[src/rtl/vram_arbiter_pkg.sv]
// vram_arbiter_pkg: shared FSM/slot-owner encodings and default widths for the video RAM arbiter.
package vram_arbiter_pkg;

    localparam int ADDR_W_DEF = 16;
    localparam int DATA_W_DEF = 8;

    typedef enum logic [1:0] {
        ST_IDLE    = 2'd0,
        ST_RD_WAIT = 2'd1,
        ST_ACK     = 2'd2
    } state_e;

    typedef enum logic [1:0] {
        OWN_NONE = 2'd0,
        OWN_VID  = 2'd1,
        OWN_WB   = 2'd2,
        OWN_CPU  = 2'd3
    } owner_e;

    // Fixed priority: video, buffer drain, CPU read, idle.
    function automatic owner_e slot_owner(input logic vid, input logic wb, input logic cpu_rd);
        return vid ? OWN_VID : wb ? OWN_WB : cpu_rd ? OWN_CPU : OWN_NONE;
    endfunction

endpackage

[src/rtl/vram_wbuf.sv]
// vram_wbuf: one-entry posted-write buffer; a load in the same cycle as a drain keeps it full with the new entry.
module vram_wbuf #(
    parameter int ADDR_W = 16,
    parameter int DATA_W = 8
) (
    input  logic              clk_pixel,
    input  logic              reset,
    input  logic              load_i,
    input  logic              drain_i,
    input  logic [ADDR_W-1:0] addr_i,
    input  logic [DATA_W-1:0] data_i,
    output logic              valid_o,
    output logic [ADDR_W-1:0] addr_o,
    output logic [DATA_W-1:0] data_o
);

    logic              valid_q, valid_d;
    logic [ADDR_W-1:0] addr_q, addr_d;
    logic [DATA_W-1:0] data_q, data_d;

    always_comb begin
        valid_d = load_i | (valid_q & ~drain_i);
        addr_d  = load_i ? addr_i : addr_q;
        data_d  = load_i ? data_i : data_q;
    end

    always_ff @(posedge clk_pixel or posedge reset) begin
        if (reset) begin
            valid_q <= 1'b0;
            addr_q  <= '0;
            data_q  <= '0;
        end else begin
            valid_q <= valid_d;
            addr_q  <= addr_d;
            data_q  <= data_d;
        end
    end

    assign valid_o = valid_q;
    assign addr_o  = addr_q;
    assign data_o  = data_q;

endmodule

[src/rtl/vram_arbiter.sv]
// vram_arbiter: single-port video RAM arbiter; video fetches always win, CPU reads fill free slots,
// CPU writes are posted through a one-entry buffer that drains ahead of any CPU read.
module vram_arbiter
    import vram_arbiter_pkg::*;
#(
    parameter int ADDR_W = ADDR_W_DEF,
    parameter int DATA_W = DATA_W_DEF
) (
    input  logic              clk_pixel,
    input  logic              reset,
    input  logic              vid_rd,
    input  logic [ADDR_W-1:0] vid_addr,
    output logic [DATA_W-1:0] vid_data,
    input  logic              cpu_req,
    input  logic              cpu_we,
    input  logic [ADDR_W-1:0] cpu_addr,
    input  logic [DATA_W-1:0] cpu_wdata,
    output logic              cpu_ack,
    output logic [DATA_W-1:0] cpu_rdata,
    output logic              mem_en,
    output logic              mem_we,
    output logic [ADDR_W-1:0] mem_addr,
    output logic [DATA_W-1:0] mem_wdata,
    input  logic [DATA_W-1:0] mem_rdata
);

    state_e            state_q, state_d;
    owner_e            owner;
    logic              cpu_ack_q;
    logic [DATA_W-1:0] cpu_rdata_q, cpu_rdata_d;
    logic              wb_valid, wb_drain, wr_accept, rd_issue, is_idle;
    logic [ADDR_W-1:0] wb_addr;
    logic [DATA_W-1:0] wb_data;

    vram_wbuf #(
        .ADDR_W(ADDR_W),
        .DATA_W(DATA_W)
    ) u_wbuf (
        .clk_pixel(clk_pixel),
        .reset    (reset),
        .load_i   (wr_accept),
        .drain_i  (wb_drain),
        .addr_i   (cpu_addr),
        .data_i   (cpu_wdata),
        .valid_o  (wb_valid),
        .addr_o   (wb_addr),
        .data_o   (wb_data)
    );

    always_comb begin
        is_idle     = state_q == ST_IDLE;
        wb_drain    = wb_valid && !vid_rd;
        wr_accept   = is_idle && cpu_req && cpu_we && (!wb_valid || wb_drain);
        rd_issue    = is_idle && cpu_req && !cpu_we && !wb_valid && !vid_rd;
        owner       = slot_owner(vid_rd, wb_valid, rd_issue);
        state_d     = is_idle ? (wr_accept ? ST_ACK : rd_issue ? ST_RD_WAIT : ST_IDLE)
                    : (state_q == ST_RD_WAIT) ? ST_ACK : ST_IDLE;
        cpu_rdata_d = (state_q == ST_RD_WAIT) ? mem_rdata : cpu_rdata_q;
    end

    // RAM strobes are forced low for the whole reset assertion, not just after the next edge.
    always_comb begin
        mem_en    = !reset && owner != OWN_NONE;
        mem_we    = !reset && owner == OWN_WB;
        mem_addr  = owner == OWN_VID ? vid_addr : owner == OWN_WB ? wb_addr : cpu_addr;
        mem_wdata = wb_data;
    end

    always_ff @(posedge clk_pixel or posedge reset) begin
        if (reset) begin
            state_q     <= ST_IDLE;
            cpu_ack_q   <= 1'b0;
            cpu_rdata_q <= '0;
        end else begin
            state_q     <= state_d;
            cpu_ack_q   <= state_d == ST_ACK;
            cpu_rdata_q <= cpu_rdata_d;
        end
    end

    assign cpu_ack   = cpu_ack_q;
    assign cpu_rdata = cpu_rdata_q;
    assign vid_data  = mem_rdata;

endmodule

[config.mk]
export PLATFORM = sky130hd
export DESIGN_NAME = vram_arbiter
export DESIGN_NICKNAME = d
export VERILOG_FILES = /design/src/rtl/vram_arbiter_pkg.sv /design/src/rtl/vram_wbuf.sv /design/src/rtl/vram_arbiter.sv
export SDC_FILE = /design/constraint.sdc
export NUM_CORES = 1
export LEC_CHECK = 0
export BUFFER_PORTS_ARGS = -buffer_cell sky130_fd_sc_hd__buf_2
export CAP_MARGIN = 0
export CORE_AREA = 2 2 80 67
export DETAILED_ROUTE_END_ITERATION = 12
export DIE_AREA = 0 0 82 69
export GPL_TIMING_DRIVEN = 0
export HOLD_SLACK_MARGIN = 0.06
export PLACE_DENSITY = 0.69
export SETUP_SLACK_MARGIN = 0.1
export SYNTH_ARGS = -nofsm -noshare
export SYNTH_HDL_FRONTEND = slang
export SYNTH_HIERARCHICAL = 1
export SYNTH_SLANG_ARGS = --single-unit
[constraint.sdc]
create_clock -name clk_pixel -period 4.3 [get_ports clk_pixel]
set_input_delay 0.215 -clock clk_pixel [delete_from_list [all_inputs] [get_ports clk_pixel]]
set_output_delay 0.215 -clock clk_pixel [all_outputs]
set_load 0.01 [all_outputs]
==> impl_results.md <==
- Status: finished, final reports clean
- Cells on Worst Hold Path: 2
- Antenna diodes: 0
- PD cells: 555 nW/um^2
- Worst endpoint required time: 4.46 ns
- WL final: 3990 um
- Worst-case reg-to-reg path depth: 6
- Number of synthesized register bits: 36
- Reg2Reg Setup Slack: 2.54 ns
- Final max-slew violation count: 0
- I/O pin total: 96
- Area of the multi-input gates: 831 um^2
- Full die area: 5660 um^2
- Measured slew at the worst slew-check pin: 0.943 ns
- Register area: 901 um^2
- Ys Warns: 6
- Synthesized area per cell: 12.6 um^2
- Setup Viol. Count Final: 0
- Area Growth Syn to Fin: 34.4%
- Setup TNS: 0 ns
- Most frequent cells in the layout: buf_2 (98), dfrtp_1 (36), mux2_4 (19)
- # resized after CTS: 0
- Pleak: 1.33 nW
- Crit path DAT: 1.92 ns
- Max Freq: 0.570 GHz
- Commonest non-fill, non-tap cell in the layout: buf_2
- Clock root cell: clkbuf_8
- Vias in the first global route: 1,466
- Reg-to-Reg Start: u_wbuf/valid_o
- Tightest Hold Check Type: input port to flop
- Met2 Track Usage GR: 24.9%
- Critical path peak fanout: 10
- Initial DRC count: 36
- Maximum clock insertion buffer count: 2
- Setup crit end kind: flop
- Antenna violations before repair: 0
- Largest net degree at the start of global routing: 26
- M3 GR Usage: 4.71%
- Fin cells: 315
- Antenna Violating Nets Remaining: 0
- DP Wirelength: 3110 um
- Site Rows: 23
- Setup ws final: 2.54 ns
- Reg-to-Reg End: u_wbuf/data_o[4]
- Switching Share: 31.2%
- Fin nets: 305
- Sequential share of power: 40.2%
- Hold Crit Start: cpu_wdata[7]
- I/O Buffers: 94
- Clock-pin slew on the worst setup and hold paths: 0.07 ns
- Cts bufs inserted: 5
- Routed WL per cell: 12.7 um
- CP startpoint kind: flop
- Initial Utilization: 39.0%
- Total track usage: 15.3%
- Post-Syn Area: 1890 um^2
- Die width: 82 um
- FILL cells: 446
- Clock tree from TritonCTS: built
- WHS Endpoint: u_wbuf/data_o[7]
- Max VDD drop: 0.241 mV
- Post-synthesis cell count: 150
- 1st-pass router iterations: 3
- DRC viols: 0
- Routed via count: 1,433
- Clock skew: 0.00488 ns
- Fin. Hold Viols: 0
- Max-cap viol count: 0
- Core area: 4830 um^2
- Cells after DPL: 306
- Synthesized net count: 203
- GPL Wtd Cong: 0.683
- Yosys cell types: 21
- Dpl ws: 2.54 ns
- Clk sink count: 36
- Tmin final: 1.76 ns
- Most used routing layer: met2
- Seq/Total Area, Yosys: 47.8%
- Clk_lat worst skew: 0.27 ns
- Clock power frac: 17.0%
- P_int: 0.000968 W
- First-pass GRT wire length: 6710 um
- CP Class: flop to flop
- H-tree Lvls: 2
- Share of cells above drive strength 1: 60.1%
- Slew headroom: 37.0%
- Die span in y: 69 um
- Sw Pwr: 0.000439 W
- Post-route clock period utilization: 40.8%
- Grt met1 use: 19.6%
- Vias per inst: 4.55
- Combinational share of power: 42.7%
- Unrepaired setup endpoints after global routing: no
- Grt ovf: 0
==> cells by family after synthesis <==
| family | count (synthesis) | synth area share [%] |
|---|---|---|
| muxes | 48 | 31.4 |
| and+or+nand+nor | 25 | 6.57 |
| AOI/OAI and AO/OA | 20 | 6.10 |
| DFF | 36 | 47.8 |
| buffers and inverters | 21 | 8.16 |
==> per-stage QoR <==
step           area [um^2]  hold slack (ns)  total power, W  utilization (%)
6_report              2530            0.168         0.00141             52.4
5_1_grt               2530            0.154         0.00152             52.4
4_1_cts               2530            0.155         0.00143             52.4
3_5_place_dp          2430            0.252         0.00118             50.3
3_3_place_gp          2430            0.254         0.00117             50.3
2_1_floorplan         1890           0.0725        0.000980                -
==> timing repair <==
action / 4_1_cts / 5_1_grt
hold buffers: 1 / 0
setup buffers: 0 / 0
endpoints found under the hold margin: 11 / 0
==> worst max-delay path by stage <==
stage,cells past startpoint,endpoint,startpoint,slack [ns]
2_1_floorplan,6,u_wbuf/addr_o[0],u_wbuf/valid_o,2.72
3_3_place_gp,6,u_wbuf/addr_o[12],u_wbuf/valid_o,2.56
3_5_place_dp,6,u_wbuf/data_o[1],u_wbuf/valid_o,2.54
4_1_cts,5,mem_we,reset,2.51
5_1_grt,5,mem_we,reset,2.43
6_report,6,u_wbuf/data_o[4],u_wbuf/valid_o,2.54
==> power by group through the flow <==
stage	Sequential (W)	Clock, W	Combinational (W)
final	0.000566	0.000240	0.000601
after global routing	0.000586	0.000269	0.000666
after CTS	0.000568	0.000252	0.000612
after detailed placement	0.000571	0	0.000611
after global placement	0.000567	0	0.000603
after floorplan	0.000594	0	0.000386
==> critical path, cell delays in order (launching register included) <==
cell and delay (ns):
dfrtp_1 0.36, buf_2 0.29, nand2_1 0.14, and4_2 0.26
buf_6 0.15, buf_12 0.15, mux2_4 0.29
==> routing by layer <==
metal	share of wire, %	wire length, um
met4	0.43	17
met1	47	1870
met5	0	0
met3	8.1	325
met2	45	1780
==> cells in the mapped netlist, drive strengths merged <==
library cell / instances / share of area [%]
mux2: 32 / 23
and4: 1 / 0.53
or4b: 1 / 0.73
nor3: 1 / 0.53
buf: 15 / 7.0
nor2b: 2 / 0.66
and2: 1 / 0.33
a41o: 2 / 1.2
dfrtp: 36 / 48
inv: 3 / 0.60
nand2: 17 / 3.4
mux2i: 16 / 8.5
a21oi: 1 / 0.27
o21ai: 16 / 4.2
nor2: 2 / 0.40
a21o: 1 / 0.40
clkbuf: 3 / 0.60
==> sequential cells by signal, indices dropped and copies added, names as in the netlist <==
register        flops
cpu_ack             1
state_q             2
cpu_rdata           8
u_wbuf/data_o       8
u_wbuf/valid_o      1
u_wbuf/addr_o      16
==> cell type report <==
type | count | area share (%)
sequential | 36 | 35.6
clock buffer | 8 | 3.56
timing repair buffer | 95 | 19.0
multi-input combinational | 93 | 32.8
buffer | 18 | 5.63
tap | 62 | 3.06
inverter | 3 | 0.444
Note: power is estimated with default switching activity, not from simulation.
